[config.mk]
export PLATFORM = sky130hd
export DESIGN_NAME = mdu
export DESIGN_NICKNAME = d
export VERILOG_FILES = /design/src/rtl/mdu.sv
export SDC_FILE = /design/constraint.sdc
export NUM_CORES = 1
export LEC_CHECK = 0
export CAP_MARGIN = 20
export CORE_MARGIN = 3
export CORE_UTILIZATION = 59
export DETAILED_ROUTE_END_ITERATION = 12
export GPL_ROUTABILITY_DRIVEN = 1
export PLACE_DENSITY_LB_ADDON = 0.3
export SLEW_MARGIN = 20
export SYNTH_ARGS = -nofsm -noshare
export SYNTH_HDL_FRONTEND = slang
export SYNTH_SLANG_ARGS = --single-unit
[constraint.sdc]
create_clock -name clk -period 3.96 [get_ports clk]
set_input_delay 0.396 -clock clk [delete_from_list [all_inputs] [get_ports clk]]
set_output_delay 0.396 -clock clk [all_outputs]
set_load 0.01 [all_outputs]
[src/rtl/mdu.sv]
// mdu -- iterative multiply/divide unit with HI/LO result registers.
// One bit per RUN cycle: shift-add multiply, restoring shift-subtract divide,
// both on 32-bit magnitudes with sign correction on the RUN->DONE edge.
// Optional feature macro: MDU_DIV_EN compiles in the divider datapath.
// Without it, div/divu requests go straight to DONE and leave HI/LO alone.
// Handshake: start is sampled only in IDLE; busy covers RUN and DONE; done is
// a one-cycle pulse in DONE and dz is only meaningful while done is high.
module mdu (
  input  logic        clk,
  input  logic        rst,
  input  logic        start,
  input  logic [1:0]  op,
  input  logic [31:0] a,
  input  logic [31:0] b,
  input  logic        rd_hi,
  output logic [31:0] dout,
  output logic        busy,
  output logic        done,
  output logic        dz
);

  typedef enum logic [1:0] {
    S_IDLE = 2'd0,
    S_RUN  = 2'd1,
    S_DONE = 2'd2
  } state_t;

  state_t      r_state;
  logic [31:0] r_m;       // multiplicand / divisor magnitude
  logic [63:0] r_acc;     // {partial product, multiplier} or {remainder, quotient}
  logic [5:0]  r_cnt;
  logic        r_neg_q;   // negate product or quotient at the end
  logic [31:0] r_hi;
  logic [31:0] r_lo;
  logic        r_busy;
  logic        r_done;
  logic        r_dz;
`ifdef MDU_DIV_EN
  logic        r_is_div;
  logic        r_neg_r;   // remainder takes the dividend's sign
`endif

  logic [31:0] w_a_mag;
  logic [31:0] w_b_mag;
  logic        w_neg_q;
  logic [32:0] w_mul_sum;
  logic [63:0] w_mul_next;
  logic [63:0] w_step;
  logic [63:0] w_prod;
`ifdef MDU_DIV_EN
  logic        w_neg_r;
  logic [32:0] w_rem_sh;
  logic [32:0] w_rem_sub;
  logic [63:0] w_div_next;
  logic [31:0] w_quo;
  logic [31:0] w_rem;
`endif

  // Operand magnitudes and result signs; op[0]=0 selects the signed variants.
  always_comb begin
    w_a_mag = (!op[0] && a[31]) ? -a : a;
    w_b_mag = (!op[0] && b[31]) ? -b : b;
    w_neg_q = !op[0] && (a[31] ^ b[31]);
`ifdef MDU_DIV_EN
    w_neg_r = !op[0] && a[31];
`endif
  end

  // One iteration step plus the final sign-corrected results.
  always_comb begin
    w_mul_sum  = {1'b0, r_acc[63:32]} + (r_acc[0] ? {1'b0, r_m} : 33'd0);
    w_mul_next = {w_mul_sum, r_acc[31:1]};
    w_prod     = r_neg_q ? -r_acc : r_acc;
`ifdef MDU_DIV_EN
    // The shifted remainder can reach 33 bits before the trial subtract.
    w_rem_sh   = r_acc[63:31];
    w_rem_sub  = w_rem_sh - {1'b0, r_m};
    w_div_next = w_rem_sub[32] ? {w_rem_sh[31:0], r_acc[30:0], 1'b0}
                               : {w_rem_sub[31:0], r_acc[30:0], 1'b1};
    w_step     = r_is_div ? w_div_next : w_mul_next;
    w_quo      = r_neg_q ? -r_acc[31:0] : r_acc[31:0];
    w_rem      = r_neg_r ? -r_acc[63:32] : r_acc[63:32];
`else
    w_step     = w_mul_next;
`endif
  end

  // Control FSM with registered status outputs and the iterative datapath.
  always_ff @(posedge clk or negedge rst) begin
    if (!rst) begin
      r_state  <= S_IDLE;
      r_m      <= '0;
      r_acc    <= '0;
      r_cnt    <= '0;
      r_neg_q  <= 1'b0;
      r_hi     <= '0;
      r_lo     <= '0;
      r_busy   <= 1'b0;
      r_done   <= 1'b0;
      r_dz     <= 1'b0;
`ifdef MDU_DIV_EN
      r_is_div <= 1'b0;
      r_neg_r  <= 1'b0;
`endif
    end else begin
      case (r_state)
        S_IDLE: begin
          if (start) begin
`ifdef MDU_DIV_EN
            r_m      <= w_b_mag;
            r_acc    <= {32'd0, w_a_mag};
            r_cnt    <= '0;
            r_neg_q  <= w_neg_q;
            r_is_div <= op[1];
            r_neg_r  <= w_neg_r;
            r_busy   <= 1'b1;
            r_state  <= S_RUN;
`else
            if (op[1]) begin
              // No divider: complete immediately with HI/LO untouched.
              r_busy  <= 1'b1;
              r_done  <= 1'b1;
              r_state <= S_DONE;
            end else begin
              r_m     <= w_b_mag;
              r_acc   <= {32'd0, w_a_mag};
              r_cnt   <= '0;
              r_neg_q <= w_neg_q;
              r_busy  <= 1'b1;
              r_state <= S_RUN;
            end
`endif
          end
        end
        S_RUN: begin
          if (r_cnt == 6'd32) begin
`ifdef MDU_DIV_EN
            if (r_is_div) begin
              if (r_m == 32'd0) begin
                r_dz <= 1'b1;
              end else begin
                r_hi <= w_rem;
                r_lo <= w_quo;
              end
            end else begin
              r_hi <= w_prod[63:32];
              r_lo <= w_prod[31:0];
            end
`else
            r_hi <= w_prod[63:32];
            r_lo <= w_prod[31:0];
`endif
            r_done  <= 1'b1;
            r_state <= S_DONE;
          end else begin
            r_acc <= w_step;
            r_cnt <= r_cnt + 6'd1;
          end
        end
        S_DONE: begin
          r_busy  <= 1'b0;
          r_done  <= 1'b0;
          r_dz    <= 1'b0;
          r_state <= S_IDLE;
        end
        default: begin
          r_state <= S_IDLE;
        end
      endcase
    end
  end

  assign dout = rd_hi ? r_hi : r_lo;
  assign busy = r_busy;
  assign done = r_done;
  assign dz   = r_dz;

endmodule

## Word level (Yosys, flattened, before mapping)

Index checks and enable logic that the tools add are counted.

| operators by class | value |
|---|---|
| add/subtract/negate cells | 5 |
| equality and inequality tests | 8 |
| mux-type cells | 23 |
| bitwise gates (word level) | 2 |
| reductions and logical operators | 14 |

Operator list:

| operator | count |
|---|---|
| $mux W64 | 4 |
| $mux W32 | 4 |
| $pmux W64 S2 | 1 |
| $neg A32 Y32 | 2 |
| $neg A64 Y64 | 1 |
| $add A32 B32 Y33 | 1 |
| $mux W6 | 3 |
| $pmux W6 S2 | 1 |
| $ne A2 B2 Y1 const B | 5 |
| $reduce_and A4 Y1 | 2 |
| $add A6 B1 Y6 const B | 1 |
| $eq A6 B6 Y1 const B | 1 |
| $mux W2 | 3 |
| $reduce_and A2 Y1 | 3 |
| $mux W1 | 4 |
| $pmux W2 S2 | 1 |
| $reduce_bool A2 Y1 | 2 |
| $logic_and A1 B1 Y1 | 3 |
| $pmux W1 S3 | 1 |
| $reduce_and A3 Y1 | 1 |
| $reduce_bool A3 Y1 | 1 |
| $eq A2 B1 Y1 const B | 1 |
| $eq A2 B2 Y1 const B | 1 |
| $logic_not A2 Y1 | 1 |
| 4 further kinds | 4 |

| word-level totals | value |
|---|---|
| register bits after elaboration | 171 |
| input bits | 70 |

## Longest topological paths before layout

| depth | value |
|---|---|
| word-level depth | 6 |
| gate-level depth with buffers | 12 |
| gate-level depth less buffers | 10 |

## Worst setup path before layout

Ideal clock, no wire load.

| path | value |
|---|---|
| path type | reg2reg |
| start point | register r_acc[0] |
| end point | register r_acc[59] |
| library setup time | 0.122 ns |
| data arrival time | 2.764 ns |
| path slack | 1.074 ns |
| cell stages (with the launch flop) | 13 |
| cell sequence | dfrtp_1 > clkbuf_1 > clkbuf_1 > and2_1 > ha_1 > inv_1 > fa_1 > nor2b_1 > o21ba_2 > o211ai_1 > a2111oi_0 > o21ai_0 > a32o_1 |

| between the ends | value |
|---|---|
| longest elaborated chain between the ends | 4 |

Ends and longest elaborated chain:

| item | RTL line | source |
|---|---|---|
| from (decl) | 30 | `logic [63:0] r_acc;` |
| from (signal assigned) | 126 | `r_acc <= {32'd0, w_a_mag};` |
| from (signal assigned) | 156 | `r_acc <= w_step;` |
| $mux W32 | 71 | `w_mul_sum = {1'b0, r_acc[63:32]} + (r_acc[0] ? {1'b0, r_m} : 33'd0);` |
| $add A32 B32 Y33 | 71 |  |
| $mux W64 | 136 | `if (r_cnt == 6'd32) begin` |
| $pmux W64 S2 | 106 | `case (r_state)` |

Every way passes these cells. The select of a mux whose other input is x is not followed.
A chain may end at the register's enable or synchronous reset.

## Final worst setup path

| path | value |
|---|---|
| start point | register r_acc[0] |
| end point | register r_acc[62] |

The elaborated chain is that of the path after synthesis.

==> metrics.cfg <==
[run_status]
status = finished clean

[global_route]
grt_start_max_net_pins = 119
grt_overflow_total = 0
antenna_found_initial = 0
grt_pass1_wl_um = 54300
gr-usage-all-layers = 0.311
grt_pass1_vias = 10100

[logic_synthesis]
syn_avg_cell_area_um2 = 8.41
netlist_area_um2 = 11900
yosysSeqAreaShare = 0.359
async_flop_share = 1.00
synth_top_area_frac = 0.359
ys_ff_latch = 171
synthesis.nets = 1528
synth_area_leaders = dfrtp_1 (36%), o21ai_0 (7.4%), nand2_1 (5.9%), xor2_1 (5.5%), ha_1 (4.2%)
ys_types = 72
synth_largest_area_cell = dfrtp_1
ys.flop_type = dfrtp_1
synth_warnings = 0
postSynthCellCount = 1417
synth-edff-count = 0

[sta]
slew_violations = 0
finalSetupTns_ps = 0
hold_viol = 0
fmax_mhz = 266
period_needed_ps = 3760
rsz0062_at_grt = no
slew_headroom = 0.263
worst_pin_slew_ps = 1110
period_share = 0.950
finalSetupViolCount = 0
skew_ps = 13.9

[critical_path]
cp.arrival_ps = 4090
ff2ff_path_depth = 9
critPathMaxFanout = 37
path_delay_family = compound AO/OA/AOI/OAI gates
path_class = reg2reg
worstPathRequired_ps = 4290
crit_chain = and2_1, ha_1, a211oi_1, o311ai_0, nand2_1, a2111oi_0, buf_4, nor3_1, o31ai_1
critPathCaptureType = flip-flop
cpMaxStageDelayCell = dfrtp_1
crit_path_start_kind = flip-flop
critPathMaxStageDelay_ps = 1040
r2r_slack_ps = 200
timing.rr.start = r_acc[0]$_DFFE_PN0P_
critical_path_buf_inv_count = 1
r2r-end = r_acc[62]$_DFFE_PN0P_

[pwr]
power_mw = 8.77
power_density_nw_per_um2 = 641
power.leakage_nw = 5.71
irDropWorstVdd_mv = 0.370

[route]
dr.max_layer_used = met4
first_iter_violations = 970
wl_met2_um = 15900
drc = 0
wl_per_cell_um = 19.8
ant_nets = 0
wl_met1_um = 15100
via_per_inst = 6.31
routed_wl_um = 34500
route.met3.wl_um = 2620
vias = 11000
dr.pass1.iters = 6

[die]
dieArea_um2 = 21900
num_io_pins = 105
die_w_um = 148
initial_core_util = 0.606
rows = 51
fp.dieH_um = 148
core_area_um2 = 19700

[finish]
antennaDiodeCount = 0
nets = 1581
drive_above_1_share = 0.0715
synthToLayoutAreaGrowth_pct = 14.7
fin_util = 0.696

[clock_tree]
cts_tree = yes
numCtsBuffers = 17
path_clk_slew_ps = 70
clk_latency_ps = 450
hold_buffers = 0
clock-sinks = 171
root_buffer = clkbuf_16
cts_buffer_depth = 2
htree_levels = 4
post_cts_buffers = 0
ctsResizeCount = 0

[placement]
port_buffers = 103
hpwlAfterDp_um = 26100
gp_congestion = 0.947

[flow_run]
cap_violations = 0

[hold_path]
holdCritPathClass = in2async

stage by stage:
stage / std cells / cell area [um2] / hold WS (ps) / worst slack [ps]
floorplan: 1417 / 11900 / 100 / 1070
global placement: 1716 / 13100 / 457 / 369
detailed placement: 1716 / 13100 / 467 / 313
CTS: 1748 / 13700 / 50.3 / 262
global route: 1748 / 13700 / 88.3 / 33.7
finish: 1748 / 13700 / 8.79 / 197
state kept, by name (all words and copies together) (netlist names):
| signal | cells |
|---|---|
| r_state | 2 |
| done | 1 |
| r_lo | 32 |
| r_m | 32 |
| r_cnt | 6 |
| busy | 1 |
| r_neg_q | 1 |
| r_hi | 32 |
| r_acc | 64 |
power by group:
| part | leakage, nW | switching (mW) | internal, mW |
|---|---|---|---|
| Sequential | 2.22 | 0.867 | 2.42 |
| Clock | 0.302 | 0.823 | 0.917 |
| Combinational | 3.19 | 2.12 | 1.62 |
| Total | 5.71 | 3.81 | 4.95 |
placed cells by master, fill, tap and decap left out, types with 8 or more instances in the layout:
| cell | instances |
|---|---|
| nand2_1 | 186 |
| o21ai_0 | 177 |
| dfrtp_1 | 170 |
| clkdlybuf4s50_1 | 102 |
| a21oi_1 | 96 |
| nor2_1 | 75 |
| xor2_1 | 75 |
| xnor2_1 | 57 |
| ha_1 | 40 |
| and2_1 | 35 |
| nor3_1 | 35 |
| mux2_2 | 33 |
| o31ai_1 | 30 |
| or3_1 | 29 |
| nand3_1 | 28 |
| o41ai_1 | 27 |
| inv_1 | 25 |
| nand4_1 | 18 |
| or4_1 | 17 |
| clkbuf_16 | 17 |
| buf_4 | 16 |
| o22ai_1 | 15 |
| nand2b_1 | 11 |
| nor4_1 | 10 |
| a21o_1 | 10 |
| o21ai_1 | 9 |
| a32o_1 | 9 |
| a22oi_1 | 8 |
| nor2b_1 | 8 |
| or2_2 | 8 |
| a211oi_1 | 8 |
worst reg2reg max path, delay by kind of cell (launching register included):
family	cells	cell delay, ps
compound gates	4	1570
flops	1	1040
buf+inv	1	250
simple gates	3	540
fa+ha+maj	1	260
area by class of cell:
| class | instances | area, um2 |
|---|---|---|
| Timing Repair Buffer | 120 | 1170 |
| Sequential cell | 171 | 4280 |
| Inverter | 26 | 97.6 |
| Multi-Input combinational cell | 1134 | 7170 |
| Clock buffer | 17 | 425 |
| Fill cell | 1627 | 5980 |
| Clock inverter | 15 | 190 |
| Tap cell | 265 | 332 |
worst max path at each step:
stage / startpoint / endpoint / slack (ps) / cells past startpoint
after floorplan: r_acc[0]$_DFFE_PN0P_ / r_acc[59]$_DFFE_PN0P_ / 1070 / 12
after global placement: r_acc[0]$_DFFE_PN0P_ / r_acc[62]$_DFFE_PN0P_ / 370 / 9
after detailed placement: r_acc[0]$_DFFE_PN0P_ / r_acc[62]$_DFFE_PN0P_ / 310 / 9
after CTS: r_acc[0]$_DFFE_PN0P_ / r_acc[62]$_DFFE_PN0P_ / 260 / 9
after global routing: r_acc[0]$_DFFE_PN0P_ / r_acc[59]$_DFFE_PN0P_ / 30 / 10
final: r_acc[0]$_DFFE_PN0P_ / r_acc[62]$_DFFE_PN0P_ / 200 / 9
synth_stat cells, drive strengths merged (3+ instances only):
library cell,count
and2,35
a221o,4
a32o,9
a21o,10
or4,21
a211oi,8
o22ai,15
nand2,187
buf,12
a21oi,96
a32oi,3
nand3,29
a31oi,3
o21a,6
dfrtp,171
inv,25
or3,30
o221ai,3
nor3,35
o31ai,31
o211ai,5
nand4,18
nand2b,11
o21bai,4
mux2i,4
ha,40
mux2,33
or2,8
clkbuf,74
o21ai,186
nor4,11
nor2b,8
and3,4
a2111oi,4
a22oi,8
xnor2,57
nor2,75
o41ai,28
xor2,75
metal layers:
layer,vias up,track usage
met3,64,0.0503
li1,5257,-
met4,0,0.0993
met2,431,0.493
met5,-,0
met1,5286,0.442
cell families after synthesis:
family                   Yosys count  synth area share
AO/OA/AOI/OAI                    440             0.227
XOR/XNOR                         132            0.0970
adder cells (fa/ha/maj)           41            0.0437
buffers and inverters            112            0.0400
flip-flops                       171             0.359
multiplexers                      37            0.0346
other                              1          0.000315
AND/OR/NAND/NOR                  483             0.199
Note: power is estimated with default switching activity, not from simulation.
